--- src/rtl/mem_arb_pkg.sv ---
// Shared types and port identifiers for the data-memory arbiter.
package mem_arb_pkg;

  typedef enum logic {
    IDLE  = 1'b0,
    LOCK1 = 1'b1
  } arb_state_t;

  typedef logic port_id_t;

  localparam port_id_t PORT_CPU = 1'b0;
  localparam port_id_t PORT_DBG = 1'b1;

endpackage

--- src/rtl/dmem_arbiter_if.sv ---
// Request/grant/response bundle between two requesters, the arbiter and data memory.
// slave = arbiter side; master = requesters plus memory side.
interface dmem_arbiter_if #(
  parameter int AW = 32,
  parameter int DW = 32
);
  logic            m0_req,   m1_req;
  logic            m0_we,    m1_we;
  logic [AW-1:0]   m0_addr,  m1_addr;
  logic [DW-1:0]   m0_wdata, m1_wdata;
  logic [DW/8-1:0] m0_be,    m1_be;
  logic            m1_lock;
  logic            m0_gnt,   m1_gnt;
  logic            m0_rvalid, m1_rvalid;
  logic [DW-1:0]   m0_rdata, m1_rdata;
  logic            mem_en,   mem_we;
  logic [AW-1:0]   mem_addr;
  logic [DW-1:0]   mem_wdata;
  logic [DW/8-1:0] mem_be;
  logic [DW-1:0]   mem_rdata;

  modport slave (
    input  m0_req, m1_req, m0_we, m1_we, m0_addr, m1_addr,
           m0_wdata, m1_wdata, m0_be, m1_be, m1_lock, mem_rdata,
    output m0_gnt, m1_gnt, m0_rvalid, m1_rvalid, m0_rdata, m1_rdata,
           mem_en, mem_we, mem_addr, mem_wdata, mem_be
  );

  modport master (
    output m0_req, m1_req, m0_we, m1_we, m0_addr, m1_addr,
           m0_wdata, m1_wdata, m0_be, m1_be, m1_lock, mem_rdata,
    input  m0_gnt, m1_gnt, m0_rvalid, m1_rvalid, m0_rdata, m1_rdata,
           mem_en, mem_we, mem_addr, mem_wdata, mem_be
  );

endinterface

--- src/rtl/mem_arb_pick.sv ---
// Combinational winner select for the two-port arbiter.
// MEM_ARB_RR_EN selects round-robin ties (uses last_gnt); otherwise port 0 wins ties.
module mem_arb_pick
  import mem_arb_pkg::*;
(
  input  logic       m0_req,
  input  logic       m1_req,
  input  logic       m1_lock,
  input  arb_state_t state,
  input  logic       lock_exp,
`ifdef MEM_ARB_RR_EN
  input  port_id_t   last_gnt,
`endif
  output logic       gnt0,
  output logic       gnt1
);

  always_comb begin
    gnt0 = 1'b0;
    gnt1 = 1'b0;
    // A dropped lock falls through to normal arbitration in the same cycle.
    if (state == LOCK1 && m1_lock) begin
      if (lock_exp && m0_req) begin
        gnt0 = 1'b1;
      end else if (m1_req) begin
        gnt1 = 1'b1;
      end else if (m0_req) begin
        gnt0 = 1'b1;
      end
    end else if (m0_req && m1_req) begin
`ifdef MEM_ARB_RR_EN
      if (last_gnt == PORT_CPU) begin
        gnt1 = 1'b1;
      end else begin
        gnt0 = 1'b1;
      end
`else
      gnt0 = 1'b1;
`endif
    end else begin
      gnt0 = m0_req;
      gnt1 = m1_req;
    end
  end

endmodule

--- src/rtl/dmem_arbiter.sv ---
// Two-port data-memory arbiter (CPU port 0, debug/loader port 1) with bounded port-1 lock.
// Build option: MEM_ARB_RR_EN enables round-robin tie breaking.
module dmem_arbiter
  import mem_arb_pkg::*;
#(
  parameter int AW       = 32,
  parameter int DW       = 32,
  parameter int LOCK_MAX = 16
) (
  input logic           clk,
  input logic           reset,
  dmem_arbiter_if.slave bus
);

  localparam int CW = $clog2(LOCK_MAX + 1);

  arb_state_t    state_q, state_d;
  logic [CW-1:0] lock_cnt_q, lock_cnt_d;
  logic          lock_exp;
  logic          req0, req1;
  logic          gnt0, gnt1, gnt_any;
  logic          rd_pend_p1;
  port_id_t      rd_owner_p1;
  logic [DW-1:0] rdata0_q, rdata1_q;
  logic          rv0, rv1;

  // Reset masks requests so no access issues while reset is held.
  assign req0     = bus.m0_req & ~reset;
  assign req1     = bus.m1_req & ~reset;
  assign lock_exp = (lock_cnt_q == CW'(LOCK_MAX));
  assign gnt_any  = gnt0 | gnt1;

`ifdef MEM_ARB_RR_EN
  port_id_t last_gnt_q;

  always_ff @(posedge clk) begin
    if (reset) begin
      last_gnt_q <= PORT_DBG;
    end else if (gnt0) begin
      last_gnt_q <= PORT_CPU;
    end else if (gnt1) begin
      last_gnt_q <= PORT_DBG;
    end
  end
`endif

  mem_arb_pick u_pick (
    .m0_req   (req0),
    .m1_req   (req1),
    .m1_lock  (bus.m1_lock),
    .state    (state_q),
    .lock_exp (lock_exp),
`ifdef MEM_ARB_RR_EN
    .last_gnt (last_gnt_q),
`endif
    .gnt0     (gnt0),
    .gnt1     (gnt1)
  );

  always_ff @(posedge clk) begin
    if (reset) begin
      state_q    <= IDLE;
      lock_cnt_q <= '0;
    end else begin
      state_q    <= state_d;
      lock_cnt_q <= lock_cnt_d;
    end
  end

  always_comb begin
    state_d    = state_q;
    lock_cnt_d = lock_cnt_q;
    case (state_q)
      IDLE: begin
        if (gnt1 && bus.m1_lock) begin
          state_d    = LOCK1;
          lock_cnt_d = '0;
        end
      end
      LOCK1: begin
        if (!bus.m1_lock) begin
          state_d    = IDLE;
          lock_cnt_d = '0;
        end else if (gnt0 && lock_exp) begin
          lock_cnt_d = '0;
        end else if (gnt1 && bus.m0_req) begin
          lock_cnt_d = lock_cnt_q + CW'(1);
        end
      end
      default: begin
        state_d    = IDLE;
        lock_cnt_d = '0;
      end
    endcase
  end

  always_comb begin
    bus.mem_en    = gnt_any;
    bus.mem_we    = 1'b0;
    bus.mem_addr  = '0;
    bus.mem_wdata = '0;
    bus.mem_be    = '0;
    if (gnt0) begin
      bus.mem_we    = bus.m0_we;
      bus.mem_addr  = bus.m0_addr;
      bus.mem_wdata = bus.m0_wdata;
      bus.mem_be    = bus.m0_be;
    end else if (gnt1) begin
      bus.mem_we    = bus.m1_we;
      bus.mem_addr  = bus.m1_addr;
      bus.mem_wdata = bus.m1_wdata;
      bus.mem_be    = bus.m1_be;
    end
  end

  // Stage p0 -> p1: grant cycle to read-response cycle.
  always_ff @(posedge clk) begin
    if (reset) begin
      rd_pend_p1  <= 1'b0;
      rd_owner_p1 <= PORT_CPU;
      rdata0_q    <= '0;
      rdata1_q    <= '0;
    end else begin
      rd_pend_p1  <= gnt_any & ~bus.mem_we;
      rd_owner_p1 <= gnt1 ? PORT_DBG : PORT_CPU;
      if (rv0) begin
        rdata0_q <= bus.mem_rdata;
      end
      if (rv1) begin
        rdata1_q <= bus.mem_rdata;
      end
    end
  end

  // Memory data arrives in the response cycle; it is forwarded then and held afterwards.
  assign rv0 = rd_pend_p1 & ~reset & (rd_owner_p1 == PORT_CPU);
  assign rv1 = rd_pend_p1 & ~reset & (rd_owner_p1 == PORT_DBG);

  assign bus.m0_gnt    = gnt0;
  assign bus.m1_gnt    = gnt1;
  assign bus.m0_rvalid = rv0;
  assign bus.m1_rvalid = rv1;
  assign bus.m0_rdata  = reset ? '0 : (rv0 ? bus.mem_rdata : rdata0_q);
  assign bus.m1_rdata  = reset ? '0 : (rv1 ? bus.mem_rdata : rdata1_q);

endmodule

--- src/flat_wrapper.sv ---
// flat-port wrapper written by rule: the top's interface ports become plain ports
module dmem_arbiter_flat import mem_arb_pkg::*;
#(
  parameter int AW       = 32,
  parameter int DW       = 32,
  parameter int LOCK_MAX = 16
)
  (clk, reset, bus_m0_req, bus_m1_req, bus_m0_we, bus_m1_we, bus_m0_addr, bus_m1_addr, bus_m0_wdata, bus_m1_wdata, bus_m0_be, bus_m1_be, bus_m1_lock, bus_mem_rdata, bus_m0_gnt, bus_m1_gnt, bus_m0_rvalid, bus_m1_rvalid, bus_m0_rdata, bus_m1_rdata, bus_mem_en, bus_mem_we, bus_mem_addr, bus_mem_wdata, bus_mem_be);
  dmem_arbiter_if #(.AW(AW), .DW(DW)) bus_i ();
  input logic clk;
  input logic reset;
  input wire logic [$bits(bus_i.m0_req)-1:0] bus_m0_req;
  input wire logic [$bits(bus_i.m1_req)-1:0] bus_m1_req;
  input wire logic [$bits(bus_i.m0_we)-1:0] bus_m0_we;
  input wire logic [$bits(bus_i.m1_we)-1:0] bus_m1_we;
  input wire logic [$bits(bus_i.m0_addr)-1:0] bus_m0_addr;
  input wire logic [$bits(bus_i.m1_addr)-1:0] bus_m1_addr;
  input wire logic [$bits(bus_i.m0_wdata)-1:0] bus_m0_wdata;
  input wire logic [$bits(bus_i.m1_wdata)-1:0] bus_m1_wdata;
  input wire logic [$bits(bus_i.m0_be)-1:0] bus_m0_be;
  input wire logic [$bits(bus_i.m1_be)-1:0] bus_m1_be;
  input wire logic [$bits(bus_i.m1_lock)-1:0] bus_m1_lock;
  input wire logic [$bits(bus_i.mem_rdata)-1:0] bus_mem_rdata;
  output wire logic [$bits(bus_i.m0_gnt)-1:0] bus_m0_gnt;
  output wire logic [$bits(bus_i.m1_gnt)-1:0] bus_m1_gnt;
  output wire logic [$bits(bus_i.m0_rvalid)-1:0] bus_m0_rvalid;
  output wire logic [$bits(bus_i.m1_rvalid)-1:0] bus_m1_rvalid;
  output wire logic [$bits(bus_i.m0_rdata)-1:0] bus_m0_rdata;
  output wire logic [$bits(bus_i.m1_rdata)-1:0] bus_m1_rdata;
  output wire logic [$bits(bus_i.mem_en)-1:0] bus_mem_en;
  output wire logic [$bits(bus_i.mem_we)-1:0] bus_mem_we;
  output wire logic [$bits(bus_i.mem_addr)-1:0] bus_mem_addr;
  output wire logic [$bits(bus_i.mem_wdata)-1:0] bus_mem_wdata;
  output wire logic [$bits(bus_i.mem_be)-1:0] bus_mem_be;
  assign bus_i.m0_req = bus_m0_req;
  assign bus_i.m1_req = bus_m1_req;
  assign bus_i.m0_we = bus_m0_we;
  assign bus_i.m1_we = bus_m1_we;
  assign bus_i.m0_addr = bus_m0_addr;
  assign bus_i.m1_addr = bus_m1_addr;
  assign bus_i.m0_wdata = bus_m0_wdata;
  assign bus_i.m1_wdata = bus_m1_wdata;
  assign bus_i.m0_be = bus_m0_be;
  assign bus_i.m1_be = bus_m1_be;
  assign bus_i.m1_lock = bus_m1_lock;
  assign bus_i.mem_rdata = bus_mem_rdata;
  assign bus_m0_gnt = bus_i.m0_gnt;
  assign bus_m1_gnt = bus_i.m1_gnt;
  assign bus_m0_rvalid = bus_i.m0_rvalid;
  assign bus_m1_rvalid = bus_i.m1_rvalid;
  assign bus_m0_rdata = bus_i.m0_rdata;
  assign bus_m1_rdata = bus_i.m1_rdata;
  assign bus_mem_en = bus_i.mem_en;
  assign bus_mem_we = bus_i.mem_we;
  assign bus_mem_addr = bus_i.mem_addr;
  assign bus_mem_wdata = bus_i.mem_wdata;
  assign bus_mem_be = bus_i.mem_be;
  dmem_arbiter #(.AW(AW), .DW(DW), .LOCK_MAX(LOCK_MAX)) u_core (.clk(clk), .reset(reset), .bus(bus_i));
endmodule
--- config.mk ---
export PLATFORM = sky130hd
export DESIGN_NAME = dmem_arbiter_flat
export DESIGN_NICKNAME = d
export VERILOG_FILES = /design/src/rtl/mem_arb_pkg.sv /design/src/rtl/dmem_arbiter_if.sv /design/src/rtl/mem_arb_pick.sv /design/src/rtl/dmem_arbiter.sv /design/src/flat_wrapper.sv
export SDC_FILE = /design/constraint.sdc
export NUM_CORES = 1
export LEC_CHECK = 0
export BUFFER_PORTS_ARGS = -buffer_cell sky130_fd_sc_hd__buf_2
export CORE_AREA = 4 4 121 123
export DETAILED_ROUTE_END_ITERATION = 10
export DIE_AREA = 0 0 125 127
export RECOVER_POWER = 100
export SYNTH_ARGS = -nofsm -noshare
export SYNTH_HDL_FRONTEND = slang
export SYNTH_SLANG_ARGS = --single-unit
--- constraint.sdc ---
create_clock -name clk -period 2.18 [get_ports clk]
set_clock_uncertainty 0.15 [all_clocks]
set_input_delay 0.218 -clock clk [delete_from_list [all_inputs] [get_ports clk]]
set_output_delay 0.218 -clock clk [all_outputs]
set_load 0.1 [all_outputs]
==> qor.log, run 1 <==
qor: run_status.status finished, violations left
qor: run_status.violations setup timing
qor: hold_path.worstHoldPathType in2reg
qor: synthesis.synth_xor_xnor_area_share 0.248%
qor: routing.drt-wirelength-per-cell 19.7 um
qor: synthesis.synth-adder-area-share 0.709%
qor: routing.detailroute.wirelength.met3 1.43 mm
qor: clocking.cts.reportedPaths.clkPinSlew 0.06 ns
qor: routing.met2_length 9.73 mm
qor: final_layout.syn_to_layout_area_delta 154%
qor: synthesis.synth_area 3530 um2
qor: final_layout.final_layout_size_suffix_gt1_share 62.2%
qor: setup_path.critPathLaunchType flop
qor: flow_run.max-cap-violations 0
qor: routing.drc_errors 0
qor: power.total_leakage_power 4.18 nW
qor: final_layout.fin_nets 940
qor: routing.drt_iter0_drcs 144
qor: setup_path.crit_arrival 2.16 ns
qor: routing.dr.pass1.iters 5
qor: synthesis.synth.ff_latch_count 72
qor: floorplan.fp.dieW 125 um
qor: floorplan.core-area 13,700 um2
qor: synthesis.postSynthCellCount 416
qor: sta.layout_worst_path_cycle_share 116%
qor: sta.whs 0.0139 ns
qor: floorplan.design.portCount 313
qor: setup_path.cp_max_fo 6
qor: setup_path.setup.worst_path.class reg2out
qor: power.ir_drop 617 uV
qor: sta.fin_crit 2.53 ns
qor: sta.final_hold_vio_count 0
qor: global_routing.grt_max_degree 64
qor: synthesis.synthSimpleGateAreaFrac 27.4%
qor: synthesis.synth-compound-area-share 24.6%
qor: floorplan.fp.dieArea 15,900 um2
qor: placement.place_congestion 0.983
qor: setup_path.setup.worst_path.end_class output pin
qor: global_routing.grt_pass1_vias 4,954
qor: synthesis.synth_cell_type_count 33
qor: floorplan.die_height 127 um
qor: clocking.clockBufferDepth 2
qor: floorplan.initial_core_util 25.8%
qor: clocking.tritoncts_clock_tree done
qor: setup_path.worstPathRequired 1.81 ns
qor: power.pwr_density_cell 586 nW/um2
qor: sta.rsz0062_at_grt yes
qor: global_routing.gr-usage-all-layers 22.3%
qor: synthesis.post_synth_mux_area_share 0%
qor: clocking.number_of_clock_sinks_seen_by_cts 72
qor: synthesis.ys.warnings.count 0
qor: synthesis.syn_area_cell 8.48 um2
qor: global_routing.antenna_violations_before_repair 5
qor: clocking.cts_max_level 3
qor: sta.tightestPinTransition 0.727 ns
qor: routing.detail_route.vias_per_cell 4.83
qor: final_layout.stdcell_area 8960 um2
qor: global_routing.gr_ovfl_total 0
qor: routing.ant_nets 0
qor: global_routing.first_pass_grt_wire_length 28.0 mm
qor: placement.hpwlAfterDp 14.6 mm
qor: routing.wl_met1 7.10 mm
qor: synthesis.synth_sequential_area_ratio 40.9%
qor: placement.dpl-instance-area 8170 um2
qor: sta.clock.fmax 396 MHz
qor: routing.detail_route.wirelength 18.7 mm
qor: sta.setup_slack -0.347 ns
qor: routing.routed-via-count 4,589
qor: clocking.root_buffer sky130_fd_sc_hd__clkbuf_16
qor: clocking.numCtsBuffers 9
qor: sta.final-setup-viol-count 133
qor: sta.slew_violations 0
qor: floorplan.core.rowCount 43
qor: synthesis.net_count_after_synthesis 593
qor: routing.highest_layer met5
qor: sta.max_slew_margin 51.6%
qor: synthesis.synth_top_family_by_area simple AND/OR/NAND/NOR gates
qor: placement.io_buf_count 312
qor: clocking.clock_latency 0.33 ns
==> state kept, by name, indices dropped and copies added (netlist names) <==
name and flops:
u_core.rdata0_q 32, u_core.rdata1_q 32, u_core.lock_cnt_q 5, u_core.rd_owner_p1 1
u_core.rd_pend_p1 1, u_core.state_q 1
==> per-stage QoR <==
stage	total power, mW	setup WS [ns]	util (%)	TNS [ns]	instances
2_1_floorplan	2.62	-0.515	-	-10.46	416
3_3_place_gp	3.43	0.00546	59.8	0	898
3_5_place_dp	3.45	-0.0492	59.8	-1.29	898
4_1_cts	5.29	-0.353	65.5	-22.70	944
5_1_grt	5.41	-0.439	65.6	-45.79	951
6_report	5.26	-0.347	65.6	-30.22	951
==> repair_timing <==
item / 4_1_cts / 5_1_grt
resized for setup: 31 / 6
hold buffers: 6 / 0
endpoints found under the hold margin: 10 / 0
cloned: 3 / 3
pin swaps: 22 / 6
endpoints found under the setup margin: 71 / 82
buffers inserted: 23 / 5
==> worst paths after layout <==
path,from,to,slack [ns],depth (start not counted)
max,u_core.lock_cnt_q[1],bus_mem_wdata[11],-0.35,9
min,bus_mem_rdata[6],u_core.rdata0_q[6],0.01,3
max reg2reg,u_core.lock_cnt_q[1],u_core.rd_owner_p1,0.13,12
min reg2reg,u_core.rdata0_q[29],u_core.rdata0_q[29],0.35,2
==> placed cells by master (no fill, tap or decap), types with 4 or more instances in the layout <==
cell / instances
sky130_fd_sc_hd__nand2_1: 98
sky130_fd_sc_hd__buf_12: 139
sky130_fd_sc_hd__buf_2: 175
sky130_fd_sc_hd__o21ai_1: 8
sky130_fd_sc_hd__dfxtp_1: 70
sky130_fd_sc_hd__buf_16: 6
sky130_fd_sc_hd__dlygate4sd3_1: 6
sky130_fd_sc_hd__nand3b_1: 34
sky130_fd_sc_hd__a22o_4: 69
sky130_fd_sc_hd__inv_1: 4
sky130_fd_sc_hd__buf_6: 14
sky130_fd_sc_hd__nand2b_1: 33
sky130_fd_sc_hd__buf_4: 22
sky130_fd_sc_hd__o21ai_0: 9
sky130_fd_sc_hd__o21ai_2: 16
sky130_fd_sc_hd__clkbuf_16: 12
==> layer usage <==
layer,track usage (%),up-vias
met5,0,-
met4,7.91,2
met3,6.31,33
met2,39.7,196
met1,25.7,2182
li1,-,2176
==> cells in the mapped netlist <==
| master | n | area (um2) |
|---|---|---|
| sky130_fd_sc_hd__inv_2 | 1 | 3.75 |
| sky130_fd_sc_hd__nor2_1 | 3 | 11.3 |
| sky130_fd_sc_hd__o21ai_1 | 1 | 5.00 |
| sky130_fd_sc_hd__buf_2 | 8 | 40.0 |
| sky130_fd_sc_hd__and3_1 | 1 | 6.26 |
| sky130_fd_sc_hd__and4b_1 | 1 | 10.0 |
| sky130_fd_sc_hd__nor3b_1 | 2 | 15.0 |
| sky130_fd_sc_hd__clkbuf_1 | 21 | 78.8 |
| sky130_fd_sc_hd__xor2_1 | 1 | 8.76 |
| sky130_fd_sc_hd__o21ai_0 | 32 | 160 |
| sky130_fd_sc_hd__a21oi_1 | 3 | 15.0 |
| sky130_fd_sc_hd__a31oi_1 | 1 | 6.26 |
| sky130_fd_sc_hd__nand2_1 | 99 | 372 |
| sky130_fd_sc_hd__and3b_1 | 3 | 26.3 |
| sky130_fd_sc_hd__o22a_1 | 1 | 8.76 |
| sky130_fd_sc_hd__a22o_1 | 70 | 613 |
| sky130_fd_sc_hd__or2_2 | 1 | 6.26 |
| sky130_fd_sc_hd__ha_1 | 2 | 25.0 |
| sky130_fd_sc_hd__nand3_1 | 3 | 15.0 |
| sky130_fd_sc_hd__o31ai_1 | 1 | 7.51 |
| sky130_fd_sc_hd__nand3b_1 | 34 | 255 |
| sky130_fd_sc_hd__dfxtp_1 | 72 | 1440 |
| sky130_fd_sc_hd__a21o_1 | 3 | 22.5 |
| sky130_fd_sc_hd__nor4bb_1 | 1 | 10.0 |
| sky130_fd_sc_hd__o2bb2ai_1 | 1 | 8.76 |
| sky130_fd_sc_hd__and2_1 | 1 | 6.26 |
| sky130_fd_sc_hd__nand4_1 | 1 | 6.26 |
| sky130_fd_sc_hd__and4bb_2 | 1 | 12.5 |
| sky130_fd_sc_hd__a211oi_4 | 1 | 20.0 |
| sky130_fd_sc_hd__nor2_2 | 1 | 6.26 |
| sky130_fd_sc_hd__buf_6 | 7 | 78.8 |
| sky130_fd_sc_hd__nand2b_1 | 33 | 206 |
| sky130_fd_sc_hd__inv_1 | 5 | 18.8 |
==> worst max-delay path, stage by stage, from the launching register on <==
cell and delay, ns:
sky130_fd_sc_hd__dfxtp_2 0.32, sky130_fd_sc_hd__inv_2 0.06, sky130_fd_sc_hd__ha_4 0.12, sky130_fd_sc_hd__and4bb_2 0.28, sky130_fd_sc_hd__o21ai_2 0.07, sky130_fd_sc_hd__and3b_4 0.23
sky130_fd_sc_hd__buf_4 0.15, sky130_fd_sc_hd__buf_4 0.15, sky130_fd_sc_hd__a22o_4 0.28, sky130_fd_sc_hd__buf_12 0.17
==> logic make-up after synthesis <==
family / after synthesis
buf+inv: 42
compound gates: 114
simple gates: 185
xor+xnor: 1
fa+ha+maj: 2
flops: 72
==> cell type report <==
class	count	area, um2
diodes	3	7.51
clock buffers	12	267
clock inverters	4	98.8
fillers	1055	4700
inverters	6	22.5
multi-input cells	302	2560
flip-flops and latches	72	1440
well taps	180	225
repair buffers	372	4330
==> where the power goes <==
group	internal, mW	switching (mW)	total [mW]
Sequential	1.35	0.0121	1.37
Combinational	0.832	1.30	2.13
Clock	1.21	0.545	1.76
Total	3.40	1.86	5.26
No activity file was read; power rests on OpenSTA's default activity.
==> run 2: changes to the inputs <==
SKIP_CTS_REPAIR_TIMING = 1   (was not set)
==> qor.log, run 2 (synthesis gave the netlist of run 1 again) <==
qor: clocking.clock_latency 0.33 ns
qor: flow_run.max-cap-violations 0
qor: placement.io_buf_count 312
qor: global_routing.grt_pass1_vias 4,723
qor: final_layout.num-fill-cells 1,069
qor: floorplan.initial_core_util 25.8%
qor: setup_path.crit_arrival 2.20 ns
qor: run_status.status finished, violations left
qor: setup_path.path_buf_inv 3
qor: floorplan.core.rowCount 43
qor: setup_path.worst_r2r_startpoint u_core.lock_cnt_q[0]
qor: power.total_leakage_power 4.08 nW
qor: setup_path.critical_path.max_stage_delay 0.37 ns
qor: global_routing.grt_max_degree 64
qor: clocking.tritoncts_clock_tree done
qor: setup_path.cp_max_fo 6
qor: run_status.violations setup timing
qor: hold_path.worstHoldPathType in2reg
qor: hold_path.min_from bus_mem_rdata[23]
qor: sta.rsz0062_at_grt yes
qor: sta.slew_violations 0
qor: setup_path.worstPathRequired 1.81 ns
qor: sta.clock.fmax 390 MHz
qor: sta.final-setup-viol-count 133
qor: global_routing.gr_ovfl_total 0
qor: routing.routed-via-count 4,533
qor: placement.place_congestion 0.983
qor: sta.setup_slack -0.384 ns
qor: final_layout.postLayoutCoreUtil 64.1%
qor: sta.tightestPinTransition 0.705 ns
qor: global_routing.antenna_violations_before_repair 4
qor: setup_path.crit_family simple AND/OR/NAND/NOR gates
qor: routing.drc_errors 0
qor: final_layout.final_cell_mix sky130_fd_sc_hd__buf_2 (175), sky130_fd_sc_hd__buf_12 (140), sky130_fd_sc_hd__nand2_1 (98), sky130_fd_sc_hd__dfxtp_1 (70), sky130_fd_sc_hd__a22o_4 (69)
qor: setup_path.timing.critical_path.depth 8
qor: sta.fin_crit 2.56 ns
qor: clocking.numCtsBuffers 9
qor: power.ir_drop 606 uV
qor: final_layout.final_layout_size_suffix_gt1_share 61.8%
qor: clocking.clockBufferDepth 2
qor: setup_path.setup.worst_path.class reg2out
qor: setup_path.path_cells inv_2 -> ha_2 -> and4bb_2 -> o21ai_4 -> and3b_2 -> clkbuf_16 -> a22o_4 -> buf_12
qor: clocking.number_of_clock_sinks_seen_by_cts 72
qor: floorplan.design.portCount 313
qor: routing.detail_route.vias_per_cell 4.85
qor: routing.dr.pass1.iters 4
qor: floorplan.fp.dieArea 15,900 um2
qor: final_layout.syn_to_layout_area_delta 148%
qor: sta.final_hold_vio_count 0
qor: floorplan.die_height 127 um
qor: sta.whs 0.000565 ns
qor: final_layout.stdcell_area 8760 um2
qor: setup_path.r2r_setup_slack 0.31 ns
qor: setup_path.critPathLaunchType flop
qor: clocking.cts.reportedPaths.clkPinSlew 0.06 ns
qor: sta.layout_worst_path_cycle_share 118%
qor: global_routing.first_pass_grt_wire_length 26.8 mm
qor: hold_path.worstHoldPathCells 3
qor: setup_path.cp_slowest_cell sky130_fd_sc_hd__and3b_2
qor: routing.drt-wirelength-per-cell 19.8 um
qor: final_layout.top_regs u_core.rdata0_q: 32 flops, u_core.rdata1_q: 32 flops, u_core.lock_cnt_q: 5 flops
qor: sta.fin_setup_tns -32.35 ns
qor: routing.ant_nets 0
qor: final_layout.instances_no_fill 934
qor: placement.pre_cts_slack -0.0492 ns
qor: routing.drt_iter0_drcs 137
qor: placement.placed_cells_incl_taps 898
qor: power.pwr_density_cell 596 nW/um2
qor: power.design_power_total 5.22 mW
qor: global_routing.gr-usage-all-layers 21.3%
qor: placement.hpwlAfterDp 14.6 mm
qor: setup_path.setup.worst_path.end_class output pin
qor: floorplan.fp.dieW 125 um
qor: placement.dpl-instance-area 8170 um2
qor: clocking.root_buffer sky130_fd_sc_hd__clkbuf_16
qor: clocking.cts_max_level 3
qor: setup_path.r2r_end u_core.rd_pend_p1
qor: final_layout.layout.cells.most_common sky130_fd_sc_hd__buf_2
qor: sta.max_slew_margin 53.0%
qor: setup_path.worst-r2r-cell-count 7
qor: routing.detail_route.wirelength 18.5 mm
qor: floorplan.core-area 13,700 um2
qor: final_layout.fin_nets 924
qor: hold_path.whs_endpoint u_core.rdata1_q[23]
## run 2: worst register-to-register path, stage by stage, from the launching register on
cell                       delay, ns
sky130_fd_sc_hd__dfxtp_2        0.32
sky130_fd_sc_hd__inv_2          0.05
sky130_fd_sc_hd__ha_2           0.15
sky130_fd_sc_hd__and4bb_2       0.30
sky130_fd_sc_hd__o21ai_4        0.09
sky130_fd_sc_hd__and3b_2        0.30
sky130_fd_sc_hd__buf_6          0.16
sky130_fd_sc_hd__a22o_1         0.24
## run 2: layer usage
metal | global-route usage (%) | vias to the layer above | part of all wire [%]
met5 | 0 | - | 0.070
met4 | 7.08 | 2 | 2.6
met3 | 6.27 | 40 | 7.5
met2 | 37.1 | 210 | 51
met1 | 25.3 | 2145 | 39
li1 | - | 2136 | -
## run 2: where the power goes
part	internal, mW	total [mW]	switching, mW	leakage [nW]
sequential	1.35	1.37	0.0119	0.585
clock	1.21	1.76	0.543	0.179
combinational	0.804	2.09	1.29	3.32
## run 2: area by class of cell
class,instances,area [um2],share of cell area (%)
antenna,2,5.00,0.0571
clock buffer,12,267,3.04
clock inverter,4,98.8,1.13
inverter,6,22.5,0.257
multi-input combinational,303,2570,29.3
sequential,72,1440,16.5
tap,180,225,2.57
timing repair buffer,355,4130,47.1
## run 2: worst max path at each step
stage,endpoint,slack [ns],start
floorplan,u_core.rdata0_q[0],-0.51,u_core.rd_pend_p1
global placement,bus_mem_wdata[7],0.005,u_core.lock_cnt_q[0]
detailed placement,bus_mem_wdata[2],-0.05,u_core.lock_cnt_q[0]
CTS,bus_mem_wdata[2],-0.41,u_core.lock_cnt_q[0]
global route,bus_mem_wdata[31],-0.44,u_core.lock_cnt_q[0]
finish,bus_mem_addr[28],-0.38,u_core.lock_cnt_q[0]
==> run 3: changes to the inputs <==
ABC_AREA = 1   (was not set)
CORE_AREA = 4 4 118 120   (was 4 4 121 123)
DIE_AREA = 0 0 122 124   (was 0 0 125 127)
TNS_END_PERCENT = 50   (was not set)
==> qor.log, run 3 <==
qor: global_routing.grt_max_degree 70
qor: routing.detail_route.vias_per_cell 4.62
qor: placement.place_congestion 0.892
qor: synthesis.post-synth-top-area-fraction 39.1%
qor: clocking.number_of_clock_sinks_seen_by_cts 72
qor: final_layout.syn_to_layout_area_delta 134%
qor: power.power.internal 3.19 mW
qor: placement.pre_cts_slack 0.0881 ns
qor: power.total_leakage_power 3.97 nW
qor: floorplan.core.rowCount 42
qor: sta.slew_violations 0
qor: synthesis.synthFlopType sky130_fd_sc_hd__dfxtp_1
qor: final_layout.seq_cell_area 1450 um2
qor: synthesis.count_of_flip_flops_with_a_built_in_enable_after_synthesis 0
qor: floorplan.core-area 13,000 um2
qor: power.power_frac_seq 25.9%
qor: setup_path.crit_arrival 1.97 ns
qor: power.p_comb_share 46.0%
qor: clocking.cts_max_level 3
qor: synthesis.synth-compound-area-share 9.87%
qor: routing.drt-wirelength-per-cell 17.0 um
qor: setup_path.worstPathRequired 1.81 ns
qor: synthesis.yosysTopAreaCell sky130_fd_sc_hd__dfxtp_1
qor: power.power_switching_share 41.3%
qor: floorplan.fp.dieW 122 um
qor: global_routing.antenna_violations_before_repair 0
qor: setup_path.worst-r2r-cell-count 12
qor: final_layout.final_cell_mix sky130_fd_sc_hd__nand2_1 (216), sky130_fd_sc_hd__buf_2 (174), sky130_fd_sc_hd__buf_12 (149), sky130_fd_sc_hd__nand2_2 (106), sky130_fd_sc_hd__dfxtp_1 (70)
qor: synthesis.synth_xor_xnor_area_share 0.238%
qor: run_status.status finished, violations left
qor: synthesis.synthSimpleGateAreaFrac 41.6%
qor: run_status.violations setup timing
qor: power.ir_drop 525 uV
qor: synthesis.synth_top_family_by_area simple AND/OR/NAND/NOR gates
qor: clocking.root_buffer sky130_fd_sc_hd__clkbuf_16
qor: synthesis.synthMostInstantiatedCell sky130_fd_sc_hd__nand2_1
qor: routing.met2_length 9.30 mm
qor: routing.routed-via-count 4,980
qor: final_layout.top_regs u_core.rdata0_q: 32 flops, u_core.rdata1_q: 32 flops, u_core.lock_cnt_q: 5 flops
qor: synthesis.net_count_after_synthesis 756
qor: synthesis.async_reset_ff_share 0%
qor: placement.io_buf_count 312
qor: global_routing.grt_pass1_vias 4,489
qor: setup_path.critPathLaunchType flop
qor: power.power_switching 2.25 mW
qor: clocking.clockBufferDepth 2
qor: setup_path.cp_max_fo 7
qor: clocking.tritoncts_clock_tree done
qor: routing.detailroute.wirelength.met3 1.75 mm
qor: hold_path.worstHoldPathType in2reg
qor: final_layout.multi_input_comb_area 2430 um2
qor: synthesis.synth.ff_latch_count 72
qor: floorplan.fp.dieArea 15,100 um2
qor: power.pwr_density_cell 629 nW/um2
qor: routing.highest_layer met4
qor: final_layout.layout.cells.most_common sky130_fd_sc_hd__nand2_1
qor: global_routing.gr-usage-all-layers 20.4%
qor: routing.ant_nets 0
qor: global_routing.gr_ovfl_total 0
qor: synthesis.synth_cell_type_count 27
qor: final_layout.fin_nets 1,075
qor: sta.layout_worst_path_cycle_share 107%
qor: sta.max_slew_margin 64.6%
qor: routing.detail_route.wirelength 18.4 mm
qor: synthesis.ys_top_cells_by_area sky130_fd_sc_hd__dfxtp_1 (39%), sky130_fd_sc_hd__nand2_1 (35%), sky130_fd_sc_hd__o21ai_0 (6.2%)
qor: synthesis.ys.warnings.count 0
qor: sta.setup_slack -0.160 ns
qor: final_layout.final_layout_size_suffix_gt1_share 57.4%
qor: routing.drt_iter0_drcs 268
qor: sta.final_hold_vio_count 0
qor: synthesis.synth_sequential_area_ratio 39.1%
qor: synthesis.syn_area_cell 6.37 um2
qor: global_routing.first_pass_grt_wire_length 24.3 mm
qor: sta.fin_crit 2.34 ns
qor: sta.tightestPinTransition 0.525 ns
qor: sta.final-setup-viol-count 71
qor: floorplan.design.portCount 313
qor: clocking.numCtsBuffers 9
qor: final_layout.stdcell_area 8640 um2
qor: routing.wl_met1 7.08 mm
qor: final_layout.num-fill-cells 1,051
qor: sta.clock.fmax 427 MHz
qor: floorplan.initial_core_util 28.4%
qor: power.power.clock.fraction 28.2%
qor: flow_run.max-cap-violations 0
qor: clocking.clock_latency 0.32 ns
qor: final_layout.antenna-diode-count 0
qor: hold_path.worstHoldPathCells 3
qor: setup_path.setup.worst_path.end_class output pin
qor: setup_path.r2r_setup_slack 0.36 ns
qor: synthesis.synth_area 3690 um2
qor: floorplan.die_height 124 um
qor: clocking.cts.reportedPaths.clkPinSlew 0.07 ns
qor: synthesis.synth-adder-area-share 0.679%
qor: routing.dr.pass1.iters 5
qor: synthesis.post_synth_mux_area_share 0%
qor: placement.dpl-instance-area 7640 um2
qor: placement.hpwlAfterDp 12.9 mm
qor: synthesis.postSynthCellCount 579
qor: routing.drc_errors 0
qor: setup_path.setup.worst_path.class reg2out
qor: synthesis.synth_common_cells sky130_fd_sc_hd__nand2_1 (348), sky130_fd_sc_hd__dfxtp_1 (72), sky130_fd_sc_hd__o21ai_0 (46), sky130_fd_sc_hd__o21ai_1 (18), sky130_fd_sc_hd__nor2_1 (16)
qor: sta.rsz0062_at_grt yes
==> run 3: cell families (layout without fill, tap and decap cells) <==
family,after synthesis,in the layout
compound gates,69,69
buf+inv,48,372
flops,72,72
xor+xnor,1,1
simple gates,387,387
fa+ha+maj,2,2
==> run 3: through the flow <==
stage / hold WS (ns) / setup TNS (ns) / util, % / power [mW] / cells
after global routing: 0.0124 / -17.09 / 66.6 / 5.61 / 1079
after detailed placement: 0.296 / 0 / 58.8 / 3.78 / 1041
after floorplan: 0.137 / -24.65 / - / 2.84 / 579
after global placement: 0.289 / 0 / 58.8 / 3.77 / 1041
after CTS: -0.0428 / -14.32 / 61.3 / 5.32 / 1057
final: 0.0141 / -7.24 / 66.6 / 5.44 / 1079
==> run 3: critical path, stage by stage, from the launching register on <==
cell                      delay, ns
sky130_fd_sc_hd__dfxtp_4       0.36
sky130_fd_sc_hd__inv_4         0.07
sky130_fd_sc_hd__ha_4          0.12
sky130_fd_sc_hd__nand2_2       0.05
sky130_fd_sc_hd__inv_2         0.08
sky130_fd_sc_hd__nand2_4       0.06
sky130_fd_sc_hd__a21oi_4       0.22
sky130_fd_sc_hd__nor2_8        0.08
sky130_fd_sc_hd__buf_6         0.13
sky130_fd_sc_hd__buf_12        0.14
sky130_fd_sc_hd__nand2_1       0.09
sky130_fd_sc_hd__nand2_2       0.09
sky130_fd_sc_hd__buf_12        0.17
==> run 3: final timing paths <==
check,end,from
setup / recovery,bus_mem_wdata[11],u_core.lock_cnt_q[0]
hold / removal,u_core.rdata0_q[17],bus_mem_rdata[17]
setup reg to reg,u_core.rd_pend_p1,u_core.lock_cnt_q[0]
hold reg to reg,u_core.rdata0_q[18],u_core.rdata0_q[18]
==> run 3: metal layers <==
layer	vias up	GRT usage [%]
li1	2437	-
met1	2305	24.9
met2	218	34.9
met5	-	0
met3	20	7.63
met4	0	3.71
==> run 3: power by group through the flow <==
stage,clock (mW),combinational [mW],sequential (mW)
after detailed placement,0,2.34,1.44
after global routing,1.62,2.58,1.41
after global placement,0,2.34,1.43
after floorplan,0,1.41,1.43
after CTS,1.57,2.35,1.41
final,1.53,2.50,1.41
==> run 3: layout make-up <==
cell class	count	share of cell area, %
inverter	12	0.680
clock inverter	6	0.869
tap	176	2.55
timing repair buffer	344	48.3
sequential	72	16.8
multi-input combinational	459	28.1
clock buffer	10	2.76
